--- config.mk ---
export PLATFORM = sky130hd
export DESIGN_NAME = jump_scanner
export DESIGN_NICKNAME = d
export VERILOG_FILES = /design/src/rtl/jump_scanner.sv
export SDC_FILE = /design/constraint.sdc
export NUM_CORES = 1
export LEC_CHECK = 0
export CAP_MARGIN = 20
export CELL_PAD_IN_SITES_DETAIL_PLACEMENT = 1
export CELL_PAD_IN_SITES_GLOBAL_PLACEMENT = 1
export CORE_MARGIN = 4
export CORE_UTILIZATION = 44
export CTS_BUF_LIST = sky130_fd_sc_hd__clkbuf_4
export CTS_CLUSTER_SIZE = 16
export DETAILED_ROUTE_END_ITERATION = 8
export PLACE_DENSITY_LB_ADDON = 0.1
export SLEW_MARGIN = 20
export SYNTH_ARGS = -nofsm -noshare
export SYNTH_HDL_FRONTEND = slang
export SYNTH_SLANG_ARGS = --single-unit
export TNS_END_PERCENT = 100
--- constraint.sdc ---
create_clock -name clk -period 7.7 [get_ports clk]
set_clock_uncertainty 0.15 [all_clocks]
set_input_delay 1.925 -clock clk [delete_from_list [all_inputs] [get_ports clk]]
set_output_delay 1.925 -clock clk [all_outputs]
set_load 0.005 [all_outputs]
--- src/rtl/jump_scanner.sv ---
// Bracket matcher: walks program memory from a '[' or ']' to its partner, tracking nesting depth.
// One instruction per 3 cycles (STEP/FETCH/EVAL); reports matching address or error with a one-cycle done pulse.
module jump_scanner #(
  parameter int PC_W = 10,
  parameter int BC_W = 8
) (
  input  logic            clk,
  input  logic            reset,
  input  logic            start,
  input  logic            dir,
  input  logic [PC_W-1:0] start_pc,
  input  logic [PC_W-1:0] prog_len,
  input  logic [2:0]      cmd,
  output logic [PC_W-1:0] mem_addr,
  output logic            mem_rd,
  output logic            busy,
  output logic            done,
  output logic            err,
  output logic [PC_W-1:0] target_pc
);

  typedef enum logic [2:0] {IDLE, STEP, FETCH, EVAL, FIN} state_t;

  localparam logic [2:0]      CMD_OPEN  = 3'b100;
  localparam logic [2:0]      CMD_CLOSE = 3'b101;
  localparam logic [PC_W-1:0] PC_ONE    = {{(PC_W-1){1'b0}}, 1'b1};
  localparam logic [BC_W-1:0] BC_ONE    = {{(BC_W-1){1'b0}}, 1'b1};

  state_t          state, state_n;
  logic [PC_W-1:0] pc, pc_n;
  logic [BC_W-1:0] depth, depth_n;
  logic            err_flag, err_flag_n;
  logic            dir_q, dir_n;
  logic [PC_W-1:0] target_n;
  logic            at_end;
  logic [2:0]      nest_cmd, unnest_cmd;

  always_ff @(posedge clk) begin
    if (reset) begin
      state     <= IDLE;
      pc        <= '0;
      depth     <= '0;
      err_flag  <= 1'b0;
      dir_q     <= 1'b0;
      target_pc <= '0;
    end else begin
      state     <= state_n;
      pc        <= pc_n;
      depth     <= depth_n;
      err_flag  <= err_flag_n;
      dir_q     <= dir_n;
      target_pc <= target_n;
    end
  end

  // Extended-width compare so pc = all-ones cannot wrap past prog_len.
  assign at_end = dir_q ? (pc == '0)
                        : (({1'b0, pc} + {{PC_W{1'b0}}, 1'b1}) >= {1'b0, prog_len});

  // Backward scans treat ']' as nesting and '[' as the partner.
  assign nest_cmd   = dir_q ? CMD_CLOSE : CMD_OPEN;
  assign unnest_cmd = dir_q ? CMD_OPEN  : CMD_CLOSE;

  always_comb begin
    state_n    = state;
    pc_n       = pc;
    depth_n    = depth;
    err_flag_n = err_flag;
    dir_n      = dir_q;
    target_n   = target_pc;
    case (state)
      IDLE: begin
        if (start) begin
          dir_n      = dir;
          pc_n       = start_pc;
          depth_n    = '0;
          err_flag_n = 1'b0;
          state_n    = STEP;
        end
      end
      STEP: begin
        if (at_end) begin
          err_flag_n = 1'b1;
          target_n   = pc;
          state_n    = FIN;
        end else begin
          pc_n    = dir_q ? (pc - PC_ONE) : (pc + PC_ONE);
          state_n = FETCH;
        end
      end
      FETCH: state_n = EVAL;
      EVAL: begin
        state_n = STEP;
        if (cmd == nest_cmd) begin
          if (depth == '1) begin
            err_flag_n = 1'b1;
            target_n   = pc;
            state_n    = FIN;
          end else begin
            depth_n = depth + BC_ONE;
          end
        end else if (cmd == unnest_cmd) begin
          if (depth == '0) begin
            err_flag_n = 1'b0;
            target_n   = pc;
            state_n    = FIN;
          end else begin
            depth_n = depth - BC_ONE;
          end
        end
      end
      FIN:     state_n = IDLE;
      default: state_n = IDLE;
    endcase
  end

  assign mem_addr = pc;
  assign mem_rd   = (state == FETCH);
  assign busy     = (state == STEP) || (state == FETCH) || (state == EVAL);
  assign done     = (state == FIN);
  assign err      = (state == FIN) && err_flag;

endmodule

== Yosys cells after proc, flatten, opt, wreduce, memory -nomap -nowiden ==
Cells that the tools add are included.

* $add $sub $neg: 5
* Muxes and demuxes: 33
* Equal/unequal tests: 15
* Reduce and logical (&&, ||, !) cells: 15
* Magnitude comparators: 1

{| class="wikitable"
|+ Operator list
! operator !! number
|-
| two-way mux 10 bit || 8
|-
| two-way mux 8 bit || 5
|-
| case mux 10 bit (2 select lines) || 2
|-
| two-way mux 3 bit || 6
|-
| case mux 8 bit (2 select lines) || 1
|-
| != test 3 bit (second input constant) || 5
|-
| case mux 3 bit (4 select lines) || 1
|-
| adder 10 x 1 -> 11 bit (second input constant) || 1
|-
| greater-or-equal comparator 11 x 10 -> 1 bit || 1
|-
| adder 10 x 1 -> 10 bit (second input constant) || 1
|-
| logical NOT 10 bit || 1
|-
| AND reduction 5 bit || 2
|-
| subtractor 10 x 1 -> 10 bit (second input constant) || 1
|-
| two-way mux 1 bit || 9
|-
| adder 8 x 1 -> 8 bit (second input constant) || 1
|-
| equality test 8 bit (second input constant) || 1
|-
| logical NOT 8 bit || 1
|-
| subtractor 8 x 1 -> 8 bit (second input constant) || 1
|-
| equality test 3 x 2 -> 1 bit (second input constant) || 2
|-
| equality test 3 bit || 2
|-
| != test 2 bit (second input constant) || 3
|-
| AND reduction 6 bit || 1
|-
| nonzero test 2 bit || 3
|-
| equality test 3 x 1 -> 1 bit (second input constant) || 1
|-
| other kinds (8) || 9
|}

* Bits in registers: 33
* Bits of input ports: 27

== Depth between registers and ports, before layout ==
Gate-level depths: netlist of run 1.

* Word-level depth: 5
* Mapped depth: 14

== Worst setup path after synthesis of run 1 ==
OpenSTA, ideal clock, no wires.

* Kind: input -> register
* Start point: in cmd[1]
* End point: reg depth[6]
* Stages on the path: 11
* Data required time: 7.421 ns
* Data arrival time: 4.007 ns
* Path buffers: 1
* Slack: 3.414 ns
* Cells stage by stage: nand2b_1 > or2_0 > buf_4 > ha_1 > nor2b_1 > o21ai_0 > a21boi_0 > o21a_1 > or3_1 > a32oi_1 > nor2_1

* Cells in the longest elaborated chain, start to end: 3
* Elaborated cells on any way between the ends: 8
* Classes of those cells: eq/ne (5); mux (2); reduce/logical (1)

{| class="wikitable"
|+ Ends and longest elaborated chain
! element !! line !! source
|-
| start, declared || 13 || <nowiki>input logic [2:0] cmd,</nowiki>
|-
| equality test 3 bit (on tied branches) || 94, 102 ||
|-
| != test 3 bit (no source line) or two-way mux 8 bit (tied branches) || n/a ||
|-
| AND reduction 5 bit (no source line) or case mux 8 bit (2 select lines) (tied branches) || n/a ||
|-
| end signal, assigned || 49 || <nowiki>depth <= depth_n;</nowiki>
|-
| end, declared || 31 || <nowiki>logic [BC_W-1:0] depth, depth_n;</nowiki>
|}

Parallel ways exist; a longest one is shown, timed or not.
A chain may end at the register's enable or synchronous reset.

== Final worst setup path of run 1 ==
Ends and elaborated chain as after synthesis.

==> qor.yml, run 1 <==
first_iter_violations: 121
drive_above_1_share: 0.117
rsz0062_at_grt: "false"
numCtsBuffers: 5
ys_seq_elements: 33
worstPathRequired_ps: 7770
grt_pass1_wl_mm: 13.1
worstPathArrival_ps: 4990
ant_nets: 0
nets: 421
final.period_utilization: 0.639
numPlacedInstances: 434
core_area_sq_um: 5960
fin_util: 0.555
worstSetupPathType: "input pin to flip-flop"
synth_top_area_frac: 0.243
hold_depth: 2
grt_max_degree: 34
clk_path_buf_depth: 2
antenna_found_initial: 0
peakVddDrop_uv: 82.9
place_congestion: 0.841
crit_path_max_fanout: 10
finalSetupViolations: 0
slew_viol_final: 0
syn_area_sq_um: 2720
globalRouteOverflowTotal: 0
finalSetupTns_ps: 0
pin_count: 51
fillers: 747
diodes: 0
ctsHoldBuffers: 0
max_cap_viol_count: 0
synth.distinct_cells: 61
synthArstFlopShare: 0
area_growth_syn_to_layout_pct: 21.5
portBuffers: 50
seq_area_frac_synth: 0.243
insertion_delay_ps: 340
drc: 0
period_needed_ps: 4920
seqCellArea_sq_um: 661
multi_input_area_sq_um: 1890
p_total_mw: 0.595
synth.area.top_cells: "dfxtp_1, ha_1, nor2_1"
power_density_nw_per_um2: 180
die_y_microns: 86.7
fin_area_sq_um: 3310
vias_per_cell: 5.74
yosysTopAreaCell: "dfxtp_1"
hold_viol_final: 0
max_freq_mhz: 203
cts.sinks: 33
synth_edf_count: 0
first_pass_iters: 4
row_count: 28
postCtsResizedCells: 0
avgSynthCellArea_sq_um: 8.38
dp_hpwl_mm: 6.01
worst_pin_slew_ps: 794
tritoncts: "yes"
path_clk_slew_ps: 130
syn_nets: 380
start_kind: "input pin"
fp.dieArea_sq_um: 7510
grt_util_all_layers: 0.218
grt_pass1_vias: 2650
p_leak_nw: 1.25
vias: 2536
cts_root_buffer: "clkbuf_4"
slew_headroom: 0.471
cp-end-kind: "flip-flop"
hold_class: "flip-flop to flip-flop"
synth_cells: 325
drt-total-wl_mm: 7.90
postCtsSetupBuffers: 0
chipWidth_microns: 86.7
fin_ws_ps: 2780
r2r_cells: 11
fin_cells: 442
outcome: "finished, final reports clean"
place_area_sq_um: 3220
place_ws_ps: 2470
whs_ps: 337
start_util: 0.457
ys.warnings.count: 0
wl_per_cell_microns: 17.9
ys.flop_type: "dfxtp_1"
htree_levels: 2
[cell families after synthesis]
| family | Yosys count | synth area share |
|---|---|---|
| xor gates and xnor gates | 18 | 0.0606 |
| AOI/OAI and AO/OA | 90 | 0.242 |
| muxes | 2 | 0.00735 |
| buffers and inverters | 36 | 0.0675 |
| and+or+nand+nor | 118 | 0.246 |
| DFF | 33 | 0.243 |
| adders and majority gates | 28 | 0.134 |
[final timing paths]
| path | from | to | slack [ps] |
|---|---|---|---|
| worst max-delay path | cmd[1] | depth[6] | 2780 |
| worst min-delay path | err_flag | err_flag | 340 |
| worst max register to register | mem_addr[0] | mem_addr[0] | 3720 |
| worst min register to register | err_flag | err_flag | 340 |
[cell usage in the layout (no fill, tap or decap), drive strengths merged, types with 12 or more instances in the layout]
master	netlist	final
dfxtp	33	33
nor2	37	37
o21ai	20	20
nand2	17	17
clkdlybuf4s50	0	50
a21oi	27	27
inv	18	18
xnor2	12	12
nand3	21	21
ha	26	26
[cell usage after synthesis, types with 8 or more instances]
cell	n
nor2_1	35
dfxtp_1	33
ha_1	26
inv_1	18
a21oi_1	17
nand2_1	17
xnor2_1	12
nand3_1	11
o21ai_1	11
a21oi_2	10
nand3_2	10
a211oi_1	8
nor3_1	8
o21ai_0	8
[metal layers]
metal,GRT usage,share of wire,vias up
met1,0.289,0.47,1246
li1,-,-,1249
met3,0.0361,0.030,4
met4,0.0340,0.0068,0
met2,0.377,0.49,37
met5,0,0,-
[sequential cells by signal (all words and copies together) (netlist names)]
register   count
depth          8
dir_q          1
err_flag       1
mem_addr      10
state          3
target_pc     10
[worst max-delay path, cell delays in order]
cell and delay, ps:
clkdlybuf4s50_1 450, nand2b_1 260, or2_0 670, ha_1 400, nor2b_1 160, o21ai_0 210
a21boi_0 160, o21a_1 200, or3_1 300, a32oi_1 200, nor2_1 60
[area by class of cell]
class / instances / area share
Timing Repair Buffer: 52 / 0.156
Clock buffer: 5 / 0.0113
Multi-Input combinational cell: 256 / 0.570
Tap cell: 75 / 0.0284
Clock inverter: 3 / 0.0140
Sequential cell: 33 / 0.200
Inverter: 18 / 0.0204
[where the power goes]
| part | switching (mW) | internal [mW] | total (mW) |
|---|---|---|---|
| Combinational | 0.119 | 0.111 | 0.230 |
| Sequential | 0.0423 | 0.187 | 0.229 |
| Clock | 0.0674 | 0.0688 | 0.136 |
| Total | 0.228 | 0.367 | 0.595 |
(Power assumes the default switching activity.)
==> inputs of run 2 (changes only) <==
--- a/config.mk
+++ b/config.mk
@@ -9,7 +9,7 @@
 export CELL_PAD_IN_SITES_DETAIL_PLACEMENT = 1
 export CELL_PAD_IN_SITES_GLOBAL_PLACEMENT = 1
 export CORE_MARGIN = 4
-export CORE_UTILIZATION = 44
+export CORE_UTILIZATION = 36
 export CTS_BUF_LIST = sky130_fd_sc_hd__clkbuf_4
 export CTS_CLUSTER_SIZE = 16
 export DETAILED_ROUTE_END_ITERATION = 8
==> constraint.sdc (replaced) <==
create_clock -name clk -period 4.4 [get_ports clk]
set_clock_uncertainty 0.15 [all_clocks]
set_input_delay 1.1 -clock clk [delete_from_list [all_inputs] [get_ports clk]]
set_output_delay 1.1 -clock clk [all_outputs]
set_load 0.005 [all_outputs]
==> qor.yml, run 2 (synthesis gave the netlist of run 1 again) <==
portBuffers: 50  # unchanged
ant_nets: 0  # unchanged
numCtsBuffers: 5  # unchanged
vias_per_cell: 5.40  # -5.8%
seq_power_share: 0.367  # -0.018
cts.sinks: 33  # unchanged
r2r-start: "mem_addr[0]"
start_util: 0.374  # -0.0838
finalSetupTns_ps: 0  # unchanged
vias: 2545  # +0.35%
hold_depth: 2  # unchanged
grt_pass1_vias: 2611  # -1.5%
start_kind: "input pin"
p_total_mw: 1.05  # +77%
peakVddDrop_uv: 166  # +100%
first_pass_iters: 4  # unchanged
postCtsResizedCells: 0  # unchanged
max_cap_viol_count: 0  # unchanged
place_congestion: 0.800  # -4.9%
diodes: 0  # unchanged
final_common_cell: "clkdlybuf4s50_1"
r2r_setup_slack_ps: 880  # -2840 ps
postCtsSetupBuffers: 0  # unchanged
slew_viol_final: 0  # unchanged
cts_root_buffer: "clkbuf_4"
hold_class: "flip-flop to flip-flop"
htree_levels: 2  # unchanged
whs_ps: 340  # +3.23 ps
nets: 426  # +1.2%
slew_headroom: 0.532  # +0.0617
drc: 0  # unchanged
row_count: 31  # +11%
netSwitchingPower_mw: 0.398  # +75%
hold_viol_final: 0  # unchanged
insertion_delay_ps: 350  # about the same
first_iter_violations: 79  # -35%
max_freq_mhz: 262
worst_pin_slew_ps: 701  # -93.5 ps
chipWidth_microns: 95.0  # +9.6%
antenna_found_initial: 0  # unchanged
cp_cell_sequence: "clkdlybuf4s50_1 > nand2b_1 > or2_0 > buf_4 > ha_1 > a21oi_1 > o211ai_1 > o41ai_1 > xnor2_1 > mux2i_1 > a21oi_1 > nor2_1"
power.share.clock: 0.231  # +0.002
area_growth_syn_to_layout_pct: 23.5
worstPathRequired_ps: 4540  # -3230 ps
ctsHoldBuffers: 0  # unchanged
crit_top_cell: "a21oi_1"
power_density_nw_per_um2: 313  # +74%
worstHoldEndpoint: "err_flag"
place_area_sq_um: 3280  # +2.1%
pin_count: 51  # unchanged
intPower_mw: 0.653  # +78%
path_clk_slew_ps: 110  # -20 ps
r2r_cells: 12  # +1
worstSetupPathType: "input pin to flip-flop"
grt_util_all_layers: 0.183  # -0.0351
drt-total-wl_mm: 7.87  # -0.38%
cp-end-kind: "flip-flop"
globalRouteOverflowTotal: 0  # unchanged
combPwrFrac: 0.402  # +0.016
drive_above_1_share: 0.126  # +0.00918
period_needed_ps: 3820
p_sw_frac: 0.379  # -0.00465
reg2reg_to: "mem_addr[0]"
grt_pass1_wl_mm: 12.8  # -2.2%
grt_max_degree: 34  # unchanged
wl_per_cell_microns: 16.7  # -6.5%
clk_path_buf_depth: 2  # unchanged
die_y_microns: 95.0  # +9.6%
final.period_utilization: 0.869
fp.dieArea_sq_um: 9020  # +20%
dp_hpwl_mm: 5.87  # -2.4%
critPathSlowestCell: "clkdlybuf4s50_1"
crit_path_max_fanout: 6  # -4
path_buf_inv: 2  # +1
core_area_sq_um: 7290  # +22%
tritoncts: "yes"
outcome: "finished, final reports clean"
final_cell_mix: "clkdlybuf4s50_1, nor2_1, dfxtp_1, ha_1, inv_1"
rsz0062_at_grt: "false"
critPathTopFamily: "simple AND/OR/NAND/NOR gates"
finalSetupViolations: 0  # unchanged
cpPeakStageDelay_ps: 450  # -220 ps
hold_start: "err_flag"
worstPathArrival_ps: 3960  # -1030 ps
fin_area_sq_um: 3360  # +1.7%
p_leak_nw: 1.27  # +2.0%
==> run 2: changes by cell type in the layout (fill, tap and decap cells not counted), sizes merged <==
| cell | delta |
|---|---|
| clkbuf | +1 |
| clkinvlp | -1 |
| buf | +5 |
==> run 2: final cells by class <==
cell class | instances | area [sq um]
Sequential cell | 33 | 661
Clock buffer | 6 | 45.0
Fill cell | 909 | 3930
Multi-Input combinational cell | 256 | 1880
Timing Repair Buffer | 57 | 553
Inverter | 18 | 67.6
Clock inverter | 2 | 33.8
Tap cell | 99 | 124
==> run 2: worst max-delay path by stage <==
stage	cells past startpoint	slack, ps	from	end
2_1_floorplan	11	940	cmd[1]	depth[6]
3_3_place_gp	11	320	cmd[1]	depth[6]
3_5_place_dp	12	200	cmd[1]	depth[7]
4_1_cts	12	560	cmd[1]	depth[7]
5_1_grt	12	340	cmd[1]	depth[7]
6_report	12	580	cmd[1]	depth[7]
==> run 2: metrics by stage <==
step,worst slack (ps),util,instances
final,576,0.461,471
after detailed placement,201,0.450,463
after global routing,336,0.461,471
after CTS,559,0.461,471
after global placement,316,0.450,463
after floorplan,939,-,325
==> run 2: worst reg2reg max path, delay by kind of cell (launching register included) <==
| kind | cells | cell delay [ps] |
|---|---|---|
| fa+ha+maj | 1 | 270 |
| flops | 1 | 590 |
| xor+xnor | 1 | 200 |
| simple gates | 2 | 560 |
| buf+inv | 2 | 490 |
| compound gates | 6 | 1170 |
==> run 2: power groups by stage <==
stage / combinational, mW / sequential [mW] / clock, mW
final: 0.422 / 0.386 / 0.243
after global routing: 0.470 / 0.393 / 0.260
after CTS: 0.427 / 0.387 / 0.246
after detailed placement: 0.424 / 0.393 / 0
after global placement: 0.412 / 0.394 / 0
after floorplan: 0.287 / 0.370 / 0
==> run 2: routing by layer <==
layer	up-vias	global-route usage	wire (microns)
met2	43	0.302	3640
met1	1234	0.241	3820
met3	10	0.0359	281
met4	0	0.0493	119
li1	1258	-	-
met5	-	0	0
